### src/rtl/requant_sat_pipe.sv
// Two-stage requantiser: a signed 2N-bit product with 2F fraction bits is
// rounded to F fraction bits in stage 1, then clamped to signed N-bit Q(M.F)
// in stage 2. A single advance signal stalls the whole pipe when the
// downstream side holds off. Saturated samples that are delivered are counted
// in a sticky counter that stops at all-ones.
module requant_sat_pipe #(
  parameter int M  = 7,
  parameter int F  = 8,
  parameter int N  = 1 + M + F,
  parameter int CW = 16
) (
  input  logic             clk,
  input  logic             reset,
  input  logic             in_valid,
  output logic             in_ready,
  input  logic [2*N-1:0]   in_data,
  input  logic [1:0]       in_mode,
  output logic             out_valid,
  input  logic             out_ready,
  output logic [N-1:0]     out_data,
  output logic             out_sat,
  output logic [CW-1:0]    sat_count,
  input  logic             clr_count
);

  // Sign-extended working width and the width left after dropping F bits.
  localparam int XW = 2*N + 1;
  localparam int SW = XW - F;

  localparam logic [F-1:0]          HALF = {1'b1, {(F-1){1'b0}}};
  localparam logic signed [SW-1:0]  MAXV = {{(SW-N+1){1'b0}}, {(N-1){1'b1}}};
  localparam logic signed [SW-1:0]  MINV = {{(SW-N+1){1'b1}}, {(N-1){1'b0}}};

  logic                  adv;
  logic signed [XW-1:0]  x_next;
  logic signed [XW-1:0]  xs_next;
  logic [F-1:0]          d_next;
  logic                  inc_next;
  logic signed [SW-1:0]  s1_next;
  logic signed [SW-1:0]  s1_reg;
  logic                  v1_reg;
  logic [N-1:0]          sat_data_next;
  logic                  sat_flag_next;
  logic                  out_valid_reg;
  logic [N-1:0]          out_data_reg;
  logic                  out_sat_reg;
  logic [CW-1:0]         sat_count_reg;

  // Whole pipe moves together whenever the output register can be refilled.
  assign adv       = !out_valid_reg || out_ready;
  assign in_ready  = adv && !reset;
  assign out_valid = out_valid_reg;
  assign out_data  = out_data_reg;
  assign out_sat   = out_sat_reg;
  assign sat_count = sat_count_reg;

  // Stage 1 rounding: floor via arithmetic shift, plus a mode-dependent increment.
  always_comb begin
    x_next   = {in_data[2*N-1], in_data};
    d_next   = x_next[F-1:0];
    inc_next = 1'b0;
    case (in_mode)
      2'b01:   inc_next = d_next[F-1];
      2'b10:   inc_next = (d_next > HALF) || ((d_next == HALF) && x_next[F]);
      default: inc_next = 1'b0;
    endcase
    xs_next = x_next >>> F;
    s1_next = signed'(xs_next[SW-1:0] + {{(SW-1){1'b0}}, inc_next});
  end

  // Stage 2 saturation: clamp the rounded value (including any rounding carry).
  always_comb begin
    sat_data_next = s1_reg[N-1:0];
    sat_flag_next = 1'b0;
    if (s1_reg > MAXV) begin
      sat_data_next = {1'b0, {(N-1){1'b1}}};
      sat_flag_next = 1'b1;
    end else if (s1_reg < MINV) begin
      sat_data_next = {1'b1, {(N-1){1'b0}}};
      sat_flag_next = 1'b1;
    end
  end

  // Pipeline registers; payloads only load behind a valid so held data stays put.
  always_ff @(posedge clk) begin
    if (reset) begin
      v1_reg        <= 1'b0;
      s1_reg        <= '0;
      out_valid_reg <= 1'b0;
      out_data_reg  <= '0;
      out_sat_reg   <= 1'b0;
    end else if (adv) begin
      v1_reg        <= in_valid;
      out_valid_reg <= v1_reg;
      if (in_valid) begin
        s1_reg <= s1_next;
      end
      if (v1_reg) begin
        out_data_reg <= sat_data_next;
        out_sat_reg  <= sat_flag_next;
      end
    end
  end

  // Count delivered saturated samples; clear has priority, count sticks at max.
  always_ff @(posedge clk) begin
    if (reset) begin
      sat_count_reg <= '0;
    end else if (clr_count) begin
      sat_count_reg <= '0;
    end else if (out_valid_reg && out_ready && out_sat_reg && (sat_count_reg != {CW{1'b1}})) begin
      sat_count_reg <= sat_count_reg + 1'b1;
    end
  end

endmodule

### config.mk
export PLATFORM = sky130hd
export DESIGN_NAME = requant_sat_pipe
export DESIGN_NICKNAME = d
export VERILOG_FILES = /design/src/rtl/requant_sat_pipe.sv
export SDC_FILE = /design/constraint.sdc
export NUM_CORES = 1
export LEC_CHECK = 0
export ABC_AREA = 1
export CAP_MARGIN = 20
export CORE_ASPECT_RATIO = 2
export CORE_UTILIZATION = 55
export DETAILED_ROUTE_END_ITERATION = 7
export GPL_TIMING_DRIVEN = 0
export PLACE_DENSITY = 0.86
export SKIP_LAST_GASP = 1
export SYNTH_ARGS = -nofsm -noshare
export SYNTH_HDL_FRONTEND = slang
export SYNTH_SLANG_ARGS = --single-unit
### constraint.sdc
create_clock -name clk -period 4.8 [get_ports clk]
set_input_delay 0.48 -clock clk [delete_from_list [all_inputs] [get_ports clk]]
set_output_delay 0.48 -clock clk [all_outputs]
set_load 0.02 [all_outputs]
==> impl_metrics.toml <==
[die]
rows = 40
fp.dieArea_um2 = 6574
io_pins = 74
start_util = 0.5710
die_h_um = 113.7
die_w_um = 57.84
core_area_um2 = 6006

[global_routing]
grt_max_degree = 11
grt_pass1_vias = 3683
gr-total-overflow = 0
grtUsageTotal = 0.3254
antenna_found_initial = 0
grt_pass1_wl_um = 16300

[clock_network]
cts-buffers-inserted = 9
ctsHtreeMaxLevel = 3
cts-hold-fix-buffers = 0
numClockSinks = 60
cts_tree = "yes"
ctsResizeCount = 0
clock_latency_ns = 0.33
clock_path_buffers = 2
path_clk_slew_ns = 0.05
clockRootBuffer = "clkbuf_16"
postCtsSetupBuffers = 0

[setup_path]
crit_path_start_kind = "primary input"
cp_data_required_time_ns = 4.99
reg2reg_depth = 9
end_kind = "flop"
worstPathArrival_ns = 3.11
path_max_fanout = 6
critPathKind = "primary input to flop"

[power_and_ir_drop]
vdd_ir_drop_max_uv = 198.3
total_power_mw = 1.299
leakage_nw = 1.805
power_density_nw_per_um2 = 289.5

[logic_synthesis]
yosysSeqAreaShare = 0.3502
syn_nets = 556
synthSimpleGateAreaFrac = 0.3568
synthXorXnorAreaFrac = 0.04852
syn_inst = 512
yosysWarnings = 0
synth_top_family_by_area = "simple AND/OR/NAND/NOR gates"
syn_avg_cell_area_um2 = 6.698
synth_area_um2 = 3430
muxShareOfSynthArea = 0
synth-compound-area-share = 0.1496
synth_cell_types = 32
ys_ff_latch = 60
synth_fa_ha_area_frac = 0.01824

[sta]
fin_ws_ns = 1.877
fmax_mhz = 342.1
min_period_over_period = 0.6090
skew_ns = 0.004781
rsz0062_at_grt = "false"
drv_slew = 0
hold_viol_final = 0
fin_hold_ws_ns = 0.4627
setup_viol = 0
tightest_slew_ns = 0.7937
timing.slew.headroom = 0.4709
period_needed_ns = 2.923
tns_ns = 0

[finish]
final_cells = 661
antenna_cells = 0
fin_util = 0.7471
layout-drive-gt1-share = 0.09365
fill_cells = 487
fin_nets = 639
finalInstanceArea_um2 = 4487
area_delta_synth_final_pct = 30.83
largest_reg_flops = 25

[detailed_routing]
drt_iter0_markers = 202
dr.pass1.iters = 8
via_per_inst = 5.483
ant_nets = 0
wl_per_cell_um = 14.72
drt-total-wl_um = 9730
drc = 4
via_count = 3624

[placed_design]
dpl.cell_count = 647
place_ws_ns = 1.568
port_buffers = 72
dpl_cell_area_um2 = 4229
gp_congestion = 0.8939
hpwl_um = 7818

[job]
cap_violations = 0

[hold_path]
hold_class = "flop to flop"
holdPathStages = 2

[outcome]
status = "finished, violations left"
violations = "design-rule violations"
-- final timing paths --
kind / start / to / slack [ns]
worst max-delay path: in_mode[0] / s1_reg[24] / 1.88
worst max register to register: sat_count[0] / sat_count[14] / 2.98
worst min register to register: s1_reg[3] / out_data[3] / 0.46
worst min-delay path: s1_reg[3] / out_data[3] / 0.46
-- placed cells by master (no fill, tap or decap), drive strengths merged --
master,instances
clkbuf,16
a21oi,30
ha,5
or2,1
inv,48
dfxtp,60
o21ai,39
nor3b,2
xor2,8
clkinv,3
o211ai,1
o21bai,1
xnor2,11
nand3b,6
nand3,27
buf,12
clkdlybuf4s50,72
a31oi,16
nand4,7
nor2,86
nand2,144
nor3,3
-- critical path, stage by stage --
cell and delay, ns:
clkdlybuf4s50_1 0.50, inv_1 0.05, ha_1 0.29, nor3b_1 0.24, ha_1 0.32, ha_1 0.28
nand3_2 0.16, nor2_4 0.24, nand2_4 0.12, nor2_4 0.18, nand3b_1 0.11, nand2_1 0.07
a21oi_1 0.06
-- final cells by class --
class | count | area (um2) | share of cell area
Buffer | 17 | 82.58 | 0.01840
Clock buffer | 11 | 242.7 | 0.05410
Clock inverter | 3 | 15.01 | 0.003346
Inverter | 48 | 180.2 | 0.04016
Multi-Input combinational cell | 387 | 1966 | 0.4381
Sequential cell | 60 | 1201 | 0.2677
Tap cell | 63 | 78.83 | 0.01757
Timing Repair Buffer | 72 | 720.7 | 0.1606
-- cell usage after synthesis --
master    number  area share
dfxtp_1       60        0.35
o21bai_1       1      0.0022
ha_1           5       0.018
nor2_2         2      0.0036
nor3_2         1      0.0029
clkbuf_1       5      0.0055
nand2_4        2      0.0066
inv_2          1      0.0011
a21oi_1       19       0.028
a21oi_2       11       0.028
buf_2          9       0.013
nor2_4         6       0.020
a31oi_1       16       0.029
nand3_1       24       0.035
nand4_1        7       0.013
xnor2_1       11       0.028
buf_1          2      0.0022
o21ai_4        1      0.0047
nor3_1         2      0.0029
nand2_1      136        0.15
nor2_1        78       0.085
nand3_2        3      0.0088
inv_1         47       0.051
o21ai_1        1      0.0015
nand3b_1       6       0.013
nand2_2        6       0.011
xor2_1         8       0.020
nor3b_1        2      0.0044
or2_0          1      0.0018
o21ai_0       37       0.054
o211ai_1       1      0.0022
buf_6          1      0.0033
-- per-layer routing --
metal  global-route usage  routed length, um  up-vias
li1                     -                  -     1815
met1               0.2684               3105     1641
met2               0.6421               5659      122
met3              0.05215                320       46
met4               0.2397                644        0
met5                    0                  0        -
-- cells by family (layout without fill, tap and decap cells) --
kind of cell,after synthesis,after routing
fa+ha+maj,5,5
simple gates,276,276
flops,60,60
compound gates,87,87
xor+xnor,19,19
buf+inv,65,151
-- where the power goes --
group | internal, mW | switching [mW]
Clock | 0.353 | 0.206
Combinational | 0.0851 | 0.109
Sequential | 0.528 | 0.0166
Total | 0.967 | 0.332
(Power assumes the default switching activity.)
